## config.mk

```make
export PLATFORM = sky130hd
export DESIGN_NAME = dbus_sram_bridge
export DESIGN_NICKNAME = d
export VERILOG_FILES = /design/src/rtl/dbus_sram_bridge.sv
export SDC_FILE = /design/constraint.sdc
export NUM_CORES = 1
export LEC_CHECK = 0
export BUFFER_PORTS_ARGS = -buffer_cell sky130_fd_sc_hd__buf_4
export CORE_MARGIN = 3
export CORE_UTILIZATION = 39
export DETAILED_ROUTE_END_ITERATION = 7
export HOLD_SLACK_MARGIN = 0.02
export SYNTH_ARGS = -nofsm -noshare
export SYNTH_HDL_FRONTEND = slang
export SYNTH_SLANG_ARGS = --single-unit
```

## constraint.sdc

```tcl
create_clock -name clk -period 2.5 [get_ports clk]
set_input_delay 0.75 -clock clk [delete_from_list [all_inputs] [get_ports clk]]
set_output_delay 0.75 -clock clk [all_outputs]
set_load 0.05 [all_outputs]
```

## src/rtl/dbus_sram_bridge.sv

```systemverilog
// dbus_sram_bridge: runs 32-bit dbus requests as one or two halfword phases on a 16-bit async SRAM.
module dbus_sram_bridge #(
  parameter int ADDR_WIDTH = 20,
  parameter int WAIT_CYCLES = 1
) (
  input  logic                  clk,
  input  logic                  rst_n,
  input  logic [31:0]           dbus_address,
  input  logic [3:0]            dbus_byteenable,
  input  logic                  dbus_read,
  input  logic                  dbus_write,
  input  logic [31:0]           dbus_wrdata,
  output logic [31:0]           dbus_rddata,
  output logic                  dbus_stall,
  output logic [ADDR_WIDTH-1:0] sram_addr,
  input  logic [15:0]           sram_data_i,
  output logic [15:0]           sram_data_o,
  output logic                  sram_data_oe,
  output logic                  sram_ce_n,
  output logic                  sram_oe_n,
  output logic                  sram_we_n,
  output logic                  sram_lb_n,
  output logic                  sram_ub_n
);
  typedef enum logic [1:0] {IDLE, LO, HI, DONE} state_t;
  state_t state;
  logic wr_q;
  logic [ADDR_WIDTH-2:0] word_q;
  logic [3:0] be_q;
  logic [31:0] wd_q;
  logic [3:0] cnt;
  logic req, idle, busy, phase_end, start_lo, start_hi, to_done, wr_n;
  logic [3:0] be_n;
  logic [ADDR_WIDTH-2:0] word_n;
  logic [31:0] wd_n;
  logic unused;
  assign req = dbus_read | dbus_write;
  assign idle = state == IDLE;
  assign busy = state == LO || state == HI;
  assign dbus_stall = req && state != DONE;
  // Phase setup draws on the live request in IDLE and on the latched copy afterwards.
  assign be_n = idle ? dbus_byteenable : be_q;
  assign wr_n = idle ? dbus_write : wr_q;
  assign word_n = idle ? dbus_address[ADDR_WIDTH:2] : word_q;
  assign wd_n = idle ? dbus_wrdata : wd_q;
  assign phase_end = busy && cnt == (wr_q ? 4'(WAIT_CYCLES) : 4'(WAIT_CYCLES - 1));
  assign start_lo = idle && req && |dbus_byteenable[1:0];
  assign start_hi = (idle && req && ~|dbus_byteenable[1:0] && |dbus_byteenable[3:2]) ||
                    (state == LO && phase_end && |be_q[3:2]);
  assign to_done = (idle && req && ~|dbus_byteenable) || (phase_end && !start_hi);
  assign unused = ^{dbus_address[31:ADDR_WIDTH+1], dbus_address[1:0]};
  always_ff @(posedge clk or negedge rst_n) begin
    if (!rst_n) begin
      state <= IDLE;
      wr_q <= 1'b0;
      word_q <= '0;
      be_q <= '0;
      wd_q <= '0;
      cnt <= '0;
      dbus_rddata <= '0;
      sram_addr <= '0;
      sram_data_o <= '0;
      sram_data_oe <= 1'b0;
      sram_ce_n <= 1'b1;
      sram_oe_n <= 1'b1;
      sram_we_n <= 1'b1;
      sram_lb_n <= 1'b1;
      sram_ub_n <= 1'b1;
    end else begin
      state <= start_lo ? LO : start_hi ? HI : to_done ? DONE : state == DONE ? IDLE : state;
      if (idle && req) begin
        wr_q <= dbus_write;
        word_q <= dbus_address[ADDR_WIDTH:2];
        be_q <= dbus_byteenable;
        wd_q <= dbus_wrdata;
        dbus_rddata <= '0;
      end
      if (busy)
        cnt <= cnt + 4'd1;
      if (busy && !wr_q && phase_end)
        for (int i = 0; i < 4; i++)
          if (be_q[i] && ((i >= 2) == (state == HI)))
            dbus_rddata[8*i +: 8] <= sram_data_i[8*(i%2) +: 8];
      // Release the write strobe one cycle early so address/data hold through recovery.
      if (busy && wr_q && cnt == 4'(WAIT_CYCLES - 1))
        sram_we_n <= 1'b1;
      if (start_lo || start_hi) begin
        cnt <= '0;
        sram_addr <= {word_n, start_hi};
        sram_ce_n <= 1'b0;
        sram_oe_n <= wr_n;
        sram_we_n <= !wr_n;
        sram_lb_n <= !(start_hi ? be_n[2] : be_n[0]);
        sram_ub_n <= !(start_hi ? be_n[3] : be_n[1]);
        sram_data_oe <= wr_n;
        sram_data_o <= start_hi ? wd_n[31:16] : wd_n[15:0];
      end else if (to_done) begin
        sram_ce_n <= 1'b1;
        sram_oe_n <= 1'b1;
        sram_we_n <= 1'b1;
        sram_lb_n <= 1'b1;
        sram_ub_n <= 1'b1;
        sram_data_oe <= 1'b0;
      end
    end
  end
endmodule

```

---- Word-level counts from Yosys, hierarchy flattened ----
Cells that the tools add are included.
operators by class
  $add $sub $neg .......................... 1
  $mul .................................... 0
  divide/modulo/power cells ............... 0
  order comparisons ....................... 0
  equal/unequal tests ..................... 5
  shift-type cells ........................ 0
  muxes and demuxes ....................... 30
  bitwise gates (word level) .............. 2
  reductions and logical operators ........ 39
operator list
  kind                 number
  $mux 32              3
  $mux 8               4
  $mux 19              1
  $logic_and 1x1->1    18
  $mux 16              1
  $mux 1               14
  $mux 4               3
  $mux 2               4
  $logic_not 1->1      7
  $reduce_or 2->1      3
  $add 4x1->4 const B  1
  $eq 2x2->1 const B   2
  $eq 4x1->1           1
  $logic_not 4->1      1
  $logic_or 1x1->1     4
  $reduce_bool 2->1    2
  $reduce_bool 4->1    1
  $reduce_or 4->1      1
  $reduce_bool 3->1    1
  $eq 2x1->1 const B   1
  $logic_not 2->1      1
  $ne 2x2->1 const B   1
  $not 1->1            1
  $or 1x1->1           1
storage, ports and cells
  register bits after elaboration ......... 136
  bits in latches ......................... 0
  bits in writable memories ............... 0
  bits in read-only memories .............. 0
  input bits .............................. 88
  word-level logic and storage cells ...... 92
  memories ................................ 0

---- Logic depth before layout (Yosys ltp) ----
  depth after elaboration ................. 12
  depth in mapped cells ................... 9
  depth with buffers taken out ............ 6

---- Worst setup path before layout ----
Ideal clock, no wire load.
  path type ............................... register -> register
  start point ............................. reg state[1]
  end point ............................... reg sram_data_o[10]
  setup time .............................. 0.122 ns
  arrival time ............................ 2.140 ns
  required time ........................... 2.378 ns
  slack ................................... 0.238 ns
  cell stages (with the launch flop) ...... 9
  buffers on the path ..................... 3
  period minus slack after synthesis ...... 2.262 ns
  path through ............................ dfrtp_1 inv_1 ha_1 buf_6 or4b_4 o32a_1 buf_2 buf_2 a32o_1
on the way
  cells in the longest elaborated chain, start to end .. 7
  elaborated cells on any way between the ends .. 15
  classes of those cells .................. 2 x eq/ne; 2 x mux; 11 x reduce/logical
ends and longest elaborated chain
  element                                             line    text
  from (decl)                                         26      state_t state;
  from (signal assigned)                              70      state <= start_lo ? LO : start_hi ? HI : to_done ? DONE : state == DONE ? IDLE : state;
  $eq 2x1->1 / $eq 2x2->1 (equally long branches)     39, 49
  $logic_or 1x1->1                                    39      assign busy = state == LO || state == HI;
  $logic_and 1x1->1                                   46      assign phase_end = busy && cnt == (wr_q ? 4'(WAIT_CYCLES) : 4'(WAIT_CYCLES - 1));
  $logic_and 1x1->1 (2 in series)                     49      (state == LO && phase_end && |be_q[3:2]);
  $logic_or 1x1->1                                    48      assign start_hi = (idle && req && ~|dbus_byteenable[1:0] && |dbus_byteenable[3:2]) ||
  $mux 16 / $logic_or 1x1->1 (equally long branches)  96, 87
  to (signal assigned)                                96      sram_data_o <= start_hi ? wd_n[31:16] : wd_n[15:0];
  to (decl)                                           17      output logic [15:0] sram_data_o,
Parallel ways exist; a longest one is shown, timed or not.
A chain may end at the register's enable or synchronous reset.

---- Worst setup path after layout ----
  start point ............................. reg state[0]
  end point ............................... reg sram_data_o[4]
The elaborated chain is that of the path after synthesis.

==> flow_metrics.py <==
metrics = {
    "grt": {
        "grt_overflow": 0,
        "grt_max_degree": 50,
        "grt_pass1_wl_um": 24100,
        "gr-usage-all-layers_pct": 19.0,
        "antenna_found_initial": 0,
        "grt_pass1_vias": 4755,
    },
    "sta": {
        "setup_violations": 0,
        "max-slew-margin-rel_pct": 16.4,
        "timing.final.ws_setup_ps": 134,
        "clock.fmax_mhz": 423,
        "finalHoldViolCount": 0,
        "clock-skew-final_ps": 14.3,
        "period_needed_ps": 2370,
        "min_period_over_period_pct": 94.7,
        "tightest_slew_ps": 1250,
        "setup-tns-final_ps": 0,
        "grt_setup_unrepaired": "no",
        "slew_viol_final": 0,
    },
    "placement": {
        "place_congestion": 0.820,
        "post_dp_cell_area_sq_um": 6920,
        "hpwlAfterDp_um": 10000,
        "io_buffers": 149,
        "post-place-ws_ps": 15.1,
    },
    "clock_network": {
        "clockRootBuffer": "clkbuf_16",
        "cts_tree": "done",
        "clk_latency_ps": 420,
        "hold_buffers": 0,
        "cts_max_level": 4,
        "clk_path_buf_depth": 2,
        "cts-buffers-inserted": 17,
        "cts_setup_buffers": 0,
        "path_clk_slew_ps": 60,
        "cts_resized": 0,
        "clkSinkCount": 120,
    },
    "synthesis": {
        "yosysTopAreaCell": "dfrtp_1",
        "synth_edf_count": 0,
        "synth_ff_type": "dfrtp_1",
        "avgSynthCellArea_sq_um": 9.35,
        "ys_warn_count": 0,
        "synth-seq-cells": 120,
        "netlist.area_leader.share_pct": 51.7,
        "syn-num-nets": 690,
        "synth_area_sq_um": 5570,
        "async_flop_share_pct": 100,
        "synth_cell_type_count": 42,
        "ys_top_cells_by_count": "207 x nand2_1, 115 x dfrtp_1, 67 x o21ai_0, 31 x clkbuf_1",
        "yosysMostFrequentCell": "nand2_1",
        "synthTopCellsByArea": "dfrtp_1 52%, nand2_1 14%, o21ai_0 6.0%",
        "syn_inst": 596,
        "synth-seq-area-share_pct": 54.0,
    },
    "detailed_routing": {
        "antenna_left": 0,
        "drt_wl_total_um": 14500,
        "dr_wl_met2_um": 6890,
        "route.detailed.drc": 0,
        "vias": 4744,
        "routed.top_layer": "met4",
        "avgViaCountPerCell": 5.10,
        "wl_met1_um": 6720,
        "wire_per_inst_um": 15.6,
        "drt_iter0_drc": 314,
        "dr_wl_met3_um": 790,
        "dr.pass1.iters": 5,
    },
    "worst_setup_path": {
        "worst_path_max_delay_cell": "o32a_2",
        "crit_path_end_kind": "flop",
        "slowest_delay_ps": 510,
        "arrival_ps": 2670,
        "cp.required_ps": 2800,
        "worstSetupPathType": "reg2reg",
        "start_kind": "flop",
        "cp_cell_sequence": "inv_1, ha_2, or4b_4, o32a_2, buf_12, a32o_1",
        "critical_path.max_fanout": 49,
    },
    "floorplanning": {
        "placementRows": 43,
        "die_h_um": 126,
        "die_w_um": 126,
        "core-area_sq_um": 13900,
        "num_io_pins": 163,
        "start_util_pct": 40.0,
        "die-area_sq_um": 15800,
    },
    "finish": {
        "utilization_pct": 53.3,
        "syn_to_final_growth_pct": 33.4,
        "nets": 832,
        "drive_above_1_share_pct": 29.2,
        "final_cell_area_sq_um": 7430,
        "n_antenna_cell": 0,
    },
    "run": {
        "maxCapViolations": 0,
    },
    "run_status": {
        "status": "complete, no violations",
    },
    "hold_path": {
        "hold_path.class": "in2async",
    },
    "power_and_ir_drop": {
        "p_per_area_nw_per_um2": 1460,
        "peakVddDrop_mv": 0.717,
        "leakagePower_nw": 3.58,
    },
}
kinds of logic (layout without fill, tap and decap cells):
group                    after synthesis  in the layout  synth area share (%)
AND/OR/NAND/NOR                      279            279                  21.6
multiplexers                          28             28                  5.03
AO/OA/AOI/OAI                        107            107                  12.8
XOR/XNOR                               4              4                 0.629
adder cells (fa/ha/maj)                6              6                  1.35
buffers and inverters                 52            207                  4.54
flip-flops                           120            120                  54.0
per-layer routing:
layer | track usage [%] | vias up
met5 | 0 | -
li1 | - | 2281
met1 | 26.1 | 2326
met4 | 6.38 | 0
met2 | 28.6 | 127
met3 | 6.02 | 10
metrics by stage:
| stage | cells | hold slack (ps) | power [W] |
|---|---|---|---|
| floorplan | 596 | 438 | 0.00718 |
| global placement | 899 | 457 | 0.00868 |
| detailed placement | 899 | 461 | 0.00882 |
| CTS | 931 | 261 | 0.0110 |
| global route | 931 | 275 | 0.0116 |
| finish | 931 | 272 | 0.0109 |
worst max-delay path, delay by kind of cell (launching register included):
| family | cells | cell delay, ps |
|---|---|---|
| simple gates | 1 | 500 |
| buf+inv | 2 | 310 |
| fa+ha+maj | 1 | 330 |
| compound gates | 2 | 730 |
| flops | 1 | 390 |
worst paths after layout:
kind,slack [ps],cells after the start,from,end
max in group asynchronous,1640,2,rst_n,sram_addr[3]
setup reg to reg,130,6,state[0],sram_data_o[4]
setup / recovery,130,6,state[0],sram_data_o[4]
hold reg to reg,470,2,word_q[11],word_q[11]
min in group clk,470,2,word_q[11],word_q[11]
hold / removal,270,1,rst_n,dbus_rddata[25]
state kept, by name, summed over array words and instances (netlist names), 2 cells and up:
name,cells
be_q,4
cnt,4
dbus_rddata,32
sram_addr,20
sram_data_o,16
state,2
wd_q,16
word_q,19
report_power, final:
group          switching (W)  internal [W]  leakage (nW)
Clock               0.000805       0.00131         0.250
Combinational        0.00358       0.00186          1.81
Sequential          0.000510       0.00282          1.53
Total                0.00489       0.00599          3.58
placed cells by master, fill, tap and decap left out, drive strengths merged, types with 2 or more instances in the layout:
cell type  netlist  routed
nand4            6       6
o22ai           11      11
clkbuf          32      28
and4             2       2
or2              2       2
a21oi            5       5
o211ai           5       5
ha               6       6
o21ai           68      68
o221a            2       2
nand4b          11      11
a32o            11      11
buf             15     170
nor2            28      28
dfstp            5       5
inv              5       5
and4b            2       2
clkinv           0       4
nor2b           13      13
xor2             3       3
mux2i           28      28
nand2          207     207
nand3            2       2
dfrtp          115     115
cell type report:
cell class                      count  area, sq um
Sequential cell                   120         3010
Clock buffer                       28          487
Fill cell                        1283         6500
Clock inverter                      4         20.0
Inverter                            5         18.8
Timing Repair Buffer              170         1330
Multi-Input combinational cell    424         2340
Tap cell                          180          225
Note: power is estimated with default switching activity, not from simulation.
